## config.mk

```make
export PLATFORM = sky130hd
export DESIGN_NAME = tero_sequencer
export DESIGN_NICKNAME = d
export VERILOG_FILES = /design/src/rtl/tero_sequencer.sv
export SDC_FILE = /design/constraint.sdc
export NUM_CORES = 1
export LEC_CHECK = 0
export CAP_MARGIN = 40
export CORE_MARGIN = 8
export CORE_UTILIZATION = 50
export CTS_CLUSTER_DIAMETER = 40
export DETAILED_ROUTE_END_ITERATION = 10
export GPL_TIMING_DRIVEN = 0
export PLACE_DENSITY = 0.89
export SLEW_MARGIN = 5
export SYNTH_ARGS = -nofsm -noshare
export SYNTH_HDL_FRONTEND = slang
export SYNTH_SLANG_ARGS = --single-unit
export TNS_END_PERCENT = 20
```

## constraint.sdc

```tcl
create_clock -name clk -period 3.5 [get_ports clk]
set_input_delay 0.525 -clock clk [delete_from_list [all_inputs] [get_ports clk]]
set_output_delay 0.525 -clock clk [all_outputs]
set_load 0.03 [all_outputs]
```

## src/rtl/tero_sequencer.sv

```systemverilog
// rtl/tero_sequencer.sv - challenge-driven loop sequencer for the TERO PUF array
//
// Purpose: on start, latch a challenge and walk every TERO loop exactly once in a
// challenge-dependent order (XOR-scrambled, optionally reversed). Each loop is held
// for NUM_ROUNDS measurements; the measurement unit steps the walk with advance.
//
// Ports:
//   clk          system clock, rising edge
//   reset        asynchronous active-low reset
//   start        one-cycle run request, honoured in IDLE or DONE
//   challenge_in challenge, sampled with an accepted start
//   advance      measurement of the current loop_sel is complete
//   abort        synchronous cancel back to IDLE, highest priority
//   loop_sel     loop to enable/measure
//   sel_valid    loop_sel is valid (ACTIVE)
//   round_idx    round within the current loop
//   seq_idx      position within the sequence
//   last         current step is the final loop and final round
//   busy         run in progress (ACTIVE)
//   done         run finished (DONE), held until start/abort/reset
module tero_sequencer #(
    parameter int NUM_LOOPS      = 32,
    parameter int CHALLENGE_BITS = 8,
    parameter int NUM_ROUNDS     = 1,
    localparam int LOOP_BITS     = $clog2(NUM_LOOPS),
    localparam int ROUND_BITS    = (NUM_ROUNDS > 1) ? $clog2(NUM_ROUNDS) : 1
) (
    input  logic                      clk,
    input  logic                      reset,
    input  logic                      start,
    input  logic [CHALLENGE_BITS-1:0] challenge_in,
    input  logic                      advance,
    input  logic                      abort,
    output logic [LOOP_BITS-1:0]      loop_sel,
    output logic                      sel_valid,
    output logic [ROUND_BITS-1:0]     round_idx,
    output logic [LOOP_BITS-1:0]      seq_idx,
    output logic                      last,
    output logic                      busy,
    output logic                      done
);

    typedef enum logic [1:0] {
        ST_IDLE   = 2'd0,
        ST_ACTIVE = 2'd1,
        ST_DONE   = 2'd2
    } state_t;

    localparam logic [LOOP_BITS-1:0]  SEQ_MAX   = LOOP_BITS'(NUM_LOOPS - 1);
    localparam logic [ROUND_BITS-1:0] ROUND_MAX = ROUND_BITS'(NUM_ROUNDS - 1);

    state_t                state;
    state_t                state_nxt;
    logic [LOOP_BITS-1:0]  mask;
    logic [LOOP_BITS-1:0]  mask_nxt;
    logic                  rev;
    logic                  rev_nxt;
    logic [LOOP_BITS-1:0]  seq_nxt;
    logic [ROUND_BITS-1:0] round_nxt;
    logic [LOOP_BITS-1:0]  loop_sel_nxt;
    logic                  seq_at_max;
    logic                  round_at_max;

    // NUM_LOOPS is a power of two, so NUM_LOOPS-1-pos is just the bitwise
    // complement of pos at LOOP_BITS width.
    function automatic logic [LOOP_BITS-1:0] map_loop(
        input logic [LOOP_BITS-1:0] pos,
        input logic [LOOP_BITS-1:0] m,
        input logic                 r
    );
        return (r ? ~pos : pos) ^ m;
    endfunction

    assign seq_at_max   = (seq_idx == SEQ_MAX);
    assign round_at_max = (round_idx == ROUND_MAX);

    always_comb begin
        state_nxt    = state;
        mask_nxt     = mask;
        rev_nxt      = rev;
        seq_nxt      = seq_idx;
        round_nxt    = round_idx;
        loop_sel_nxt = loop_sel;

        if (abort) begin
            state_nxt    = ST_IDLE;
            seq_nxt      = '0;
            round_nxt    = '0;
            loop_sel_nxt = '0;
        end else begin
            case (state)
                ST_IDLE, ST_DONE: begin
                    if (start) begin
                        mask_nxt     = challenge_in[LOOP_BITS-1:0];
                        rev_nxt      = challenge_in[LOOP_BITS];
                        seq_nxt      = '0;
                        round_nxt    = '0;
                        loop_sel_nxt = map_loop('0, mask_nxt, rev_nxt);
                        state_nxt    = ST_ACTIVE;
                    end
                end
                ST_ACTIVE: begin
                    if (advance) begin
                        if (!round_at_max) begin
                            round_nxt = round_idx + ROUND_BITS'(1);
                        end else begin
                            round_nxt = '0;
                            // The final step ends the run; seq_idx and loop_sel
                            // keep their last values instead of wrapping.
                            if (seq_at_max) begin
                                state_nxt = ST_DONE;
                            end else begin
                                seq_nxt      = seq_idx + LOOP_BITS'(1);
                                loop_sel_nxt = map_loop(seq_nxt, mask, rev);
                            end
                        end
                    end
                end
                default: begin
                    state_nxt = ST_IDLE;
                end
            endcase
        end
    end

    always_ff @(posedge clk or negedge reset) begin
        if (!reset) begin
            state     <= ST_IDLE;
            mask      <= '0;
            rev       <= 1'b0;
            seq_idx   <= '0;
            round_idx <= '0;
            loop_sel  <= '0;
        end else begin
            state     <= state_nxt;
            mask      <= mask_nxt;
            rev       <= rev_nxt;
            seq_idx   <= seq_nxt;
            round_idx <= round_nxt;
            loop_sel  <= loop_sel_nxt;
        end
    end

    assign sel_valid = (state == ST_ACTIVE);
    assign busy      = (state == ST_ACTIVE);
    assign done      = (state == ST_DONE);
    assign last      = (state == ST_ACTIVE) && seq_at_max && round_at_max;

    // Challenge bits above the reverse flag do not affect the sequence.
    generate
        if (CHALLENGE_BITS > LOOP_BITS + 1) begin : g_spare_challenge
            logic unused_challenge_hi;
            assign unused_challenge_hi = ^challenge_in[CHALLENGE_BITS-1:LOOP_BITS+1];
        end
    endgenerate

endmodule

```

==> results_dict.tcl <==
set metrics [dict create \
    nFillCells 149 \
    hold_path.class "flip-flop to flip-flop" \
    p_comb_frac 0.327 \
    root_buffer "clkbuf_4" \
    drt-pass1-iter-count 6 \
    portBuffers 23 \
    power.leakage_uw 0.000574 \
    end_kind "output port" \
    rsz0062_at_grt "false" \
    post_cts.repair.setup_buffers 0 \
    post-place-ws_ns 1.09 \
    synth_top_family_by_area "XOR/XNOR gates" \
    grt_pass1_vias 714 \
    hold_viol_final 0 \
    drt_wl_total_um 1940 \
    ys_seq_area_frac 0.444 \
    total_power_uw 513 \
    synthTopCellsByCount "dfrtp_1 (18), xor2_1 (9)" \
    hpwl_um 1580 \
    vias 719 \
    place.gp.congestion 0.785 \
    post_synth_num_cell_types 25 \
    htreeDepth 1 \
    cts_buffer_depth 2 \
    finalWorstSetupSlack_ns 0.760 \
    synth.cell_area_um2 1010 \
    cap_violations 0 \
    slowest_stage "clkdlybuf4s50_1" \
    ant_nets 0 \
    cp_data_arrival_time_ns 2.22 \
    grt_max_degree 19 \
    clock_latency_ns 0.28 \
    drt_iter0_drc 13 \
    start_kind "flip-flop" \
    post_cts_resized 0 \
    fin_crit_sh 0.783 \
    max_freq_mhz 365 \
    rr_worst_depth 7 \
    criticalPathCategory "flip-flop to output port" \
    synth_fp_nets 106 \
    crit_chain "ha_1 -> and3_1 -> ha_1 -> and2_1 -> clkdlybuf4s50_1" \
    worstHoldStart "loop_sel[3]" \
    synth.area.top_cells "dfrtp_1 (44%), mux2_2 (7.8%), xor2_1 (7.8%)" \
    slowest_delay_ns 0.66 \
    design.core.area_um2 1940 \
    synth_fa_ha_area_frac 0.0247 \
    synth-edff-count 0 \
    die_height_um 61.1 \
    p_int_uw 358 \
    p_sw_frac 0.302 \
    synth_simple_gate_area_frac 0.118 \
    synthCells 91 \
    rows 16 \
    path_clk_slew_ns 0.09 \
    die_x_um 61.1 \
    whs_path_depth 2 \
    skew_ns 0.000992 \
    antenna_cells 0 \
    synth_flop_cell "dfrtp_1" \
    outcome "completed" \
    switchingPower_uw 155 \
    slew_headroom 0.487 \
    cts_num_sinks 18 \
    overflow 0 \
    seqPwrFrac 0.481 \
    drive_above_1_share 0.171 \
    layout_min_cycle_time_ns 2.74 \
    synthMuxAreaShare 0.0875 \
    worst-path-buf-inv 1 \
    drc_errors 0 \
    start_util 0.523 \
    synth-xor-area-share 0.160 \
    worstPathMaxFanout 5 \
    area_delta_synth_final_pct 28.2 \
    hold_path_end "loop_sel[3]" \
    r2r-end "loop_sel[4]" \
    synth_compound_area_frac 0.113 \
    synth_area_per_cell_um2 11.2 \
    wl_per_cell_um 13.4 \
    ir_drop_v 0.000267 \
    grt_pass1_wl_um 3170 \
    async_reset_ff_frac 1.00 \
    synth_top_area_cell "dfrtp_1" \
    timing.critical_path.mode_cell "ha_1" \
    tritoncts "yes" \
    synth_top_cell_area_share 0.444 \
    power.share.clock 0.192 \
    yosysWarnings 0 \
    tightest_slew_ns 0.768 \
    r2r-start "seq_idx[0]" \
    holdBufCountCts 0 \
    crit_family "buffers and inverters" \
    avgViaCountPerCell 4.99 \
    rrSetupSlack_ns 1.53 \
    power_density_nw_per_um2 394 \
    ys_ff_latch 18 \
    setup_violations 0 \
    numCtsBuffers 3 \
    final_nets 134 \
    grt_use_total 0.110 \
    die_area_um2 3730 \
    setup_tns_ns 0 \
    ios 28 \
    synth_most_common_cell "dfrtp_1" \
    antenna_found_initial 0 \
    cp.required_ns 2.97 \
    drv_slew 0 \
]
## state kept, by name (all words and copies together), names as in the netlist
register  cells
state         2
mask          5
rev           1
loop_sel      5
seq_idx       5
## per-layer routing
layer	wire length [um]	global-route usage	up-vias	part of all wire
met2	913	0.178	18	0.47
met5	0	0	-	0
met1	896	0.143	337	0.46
met3	115	0.0271	2	0.059
met4	12	0.0299	0	0.0062
li1	-	-	362	-
## logic make-up (layout without fill, tap and decap cells)
kind of cell / Yosys count / count (layout)
AO/OA/AOI/OAI: 15 / 15
XOR/XNOR: 17 / 17
other: 1 / 1
buffers and inverters: 9 / 35
adder cells (fa/ha/maj): 2 / 2
flip-flops: 18 / 18
AND/OR/NAND/NOR: 21 / 21
multiplexers: 8 / 8
## per-stage QoR
stage / hold slack, ns / util / instances / cell area (um2)
after global placement: 0.465 / 0.659 / 141 / 1280
final: 0.484 / 0.670 / 144 / 1300
after CTS: 0.494 / 0.670 / 144 / 1300
after global routing: 0.527 / 0.670 / 144 / 1300
after detailed placement: 0.473 / 0.659 / 141 / 1280
after floorplan: 0.229 / - / 91 / 1010
## worst max-delay path by stage
stage / from / endpoint / cells after the start
after floorplan: seq_idx[0] / last / 4
after global placement: seq_idx[0] / last / 5
after detailed placement: seq_idx[0] / last / 5
after CTS: seq_idx[0] / last / 5
after global routing: seq_idx[0] / last / 5
final: seq_idx[0] / last / 5
## tightest hold or removal path: cells and delay by family, from the launching register on
family / cells / cell delay (ns)
flops: 1 / 0.35
simple gates: 2 / 0.10
## placed cells by master, fill, tap and decap left out, drive strengths merged
cell	instances
clkdlybuf4s50	23
dfrtp	18
xor2	9
xnor2	7
nor2	7
a22o	7
mux2	7
a21oi	6
buf	6
nand2	4
inv	3
clkbuf	3
nor2b	3
nand3	2
ha	2
and3	1
and2	1
a311oi	1
xnor3	1
and4bb	1
or4	1
nor3	1
mux2i	1
a32oi	1
conb	1
## power by group through the flow
| stage | Clock, uW | Sequential [uW] | Combinational (uW) |
|---|---|---|---|
| after CTS | 100 | 247 | 169 |
| after detailed placement | 0 | 251 | 169 |
| after global routing | 107 | 250 | 181 |
| after global placement | 0 | 250 | 165 |
| after floorplan | 0 | 266 | 99.2 |
| final | 98.4 | 247 | 168 |
## final cells by class
type,count,area [um2],share of cell area
Buffer,6,37.5,0.0288
Clock buffer,3,22.5,0.0173
Inverter,3,11.3,0.00865
Multi-Input combinational cell,64,515,0.396
Sequential cell,18,450,0.346
Tap cell,27,33.8,0.0260
Timing Repair Buffer,23,230,0.177
(Power assumes the default switching activity.)
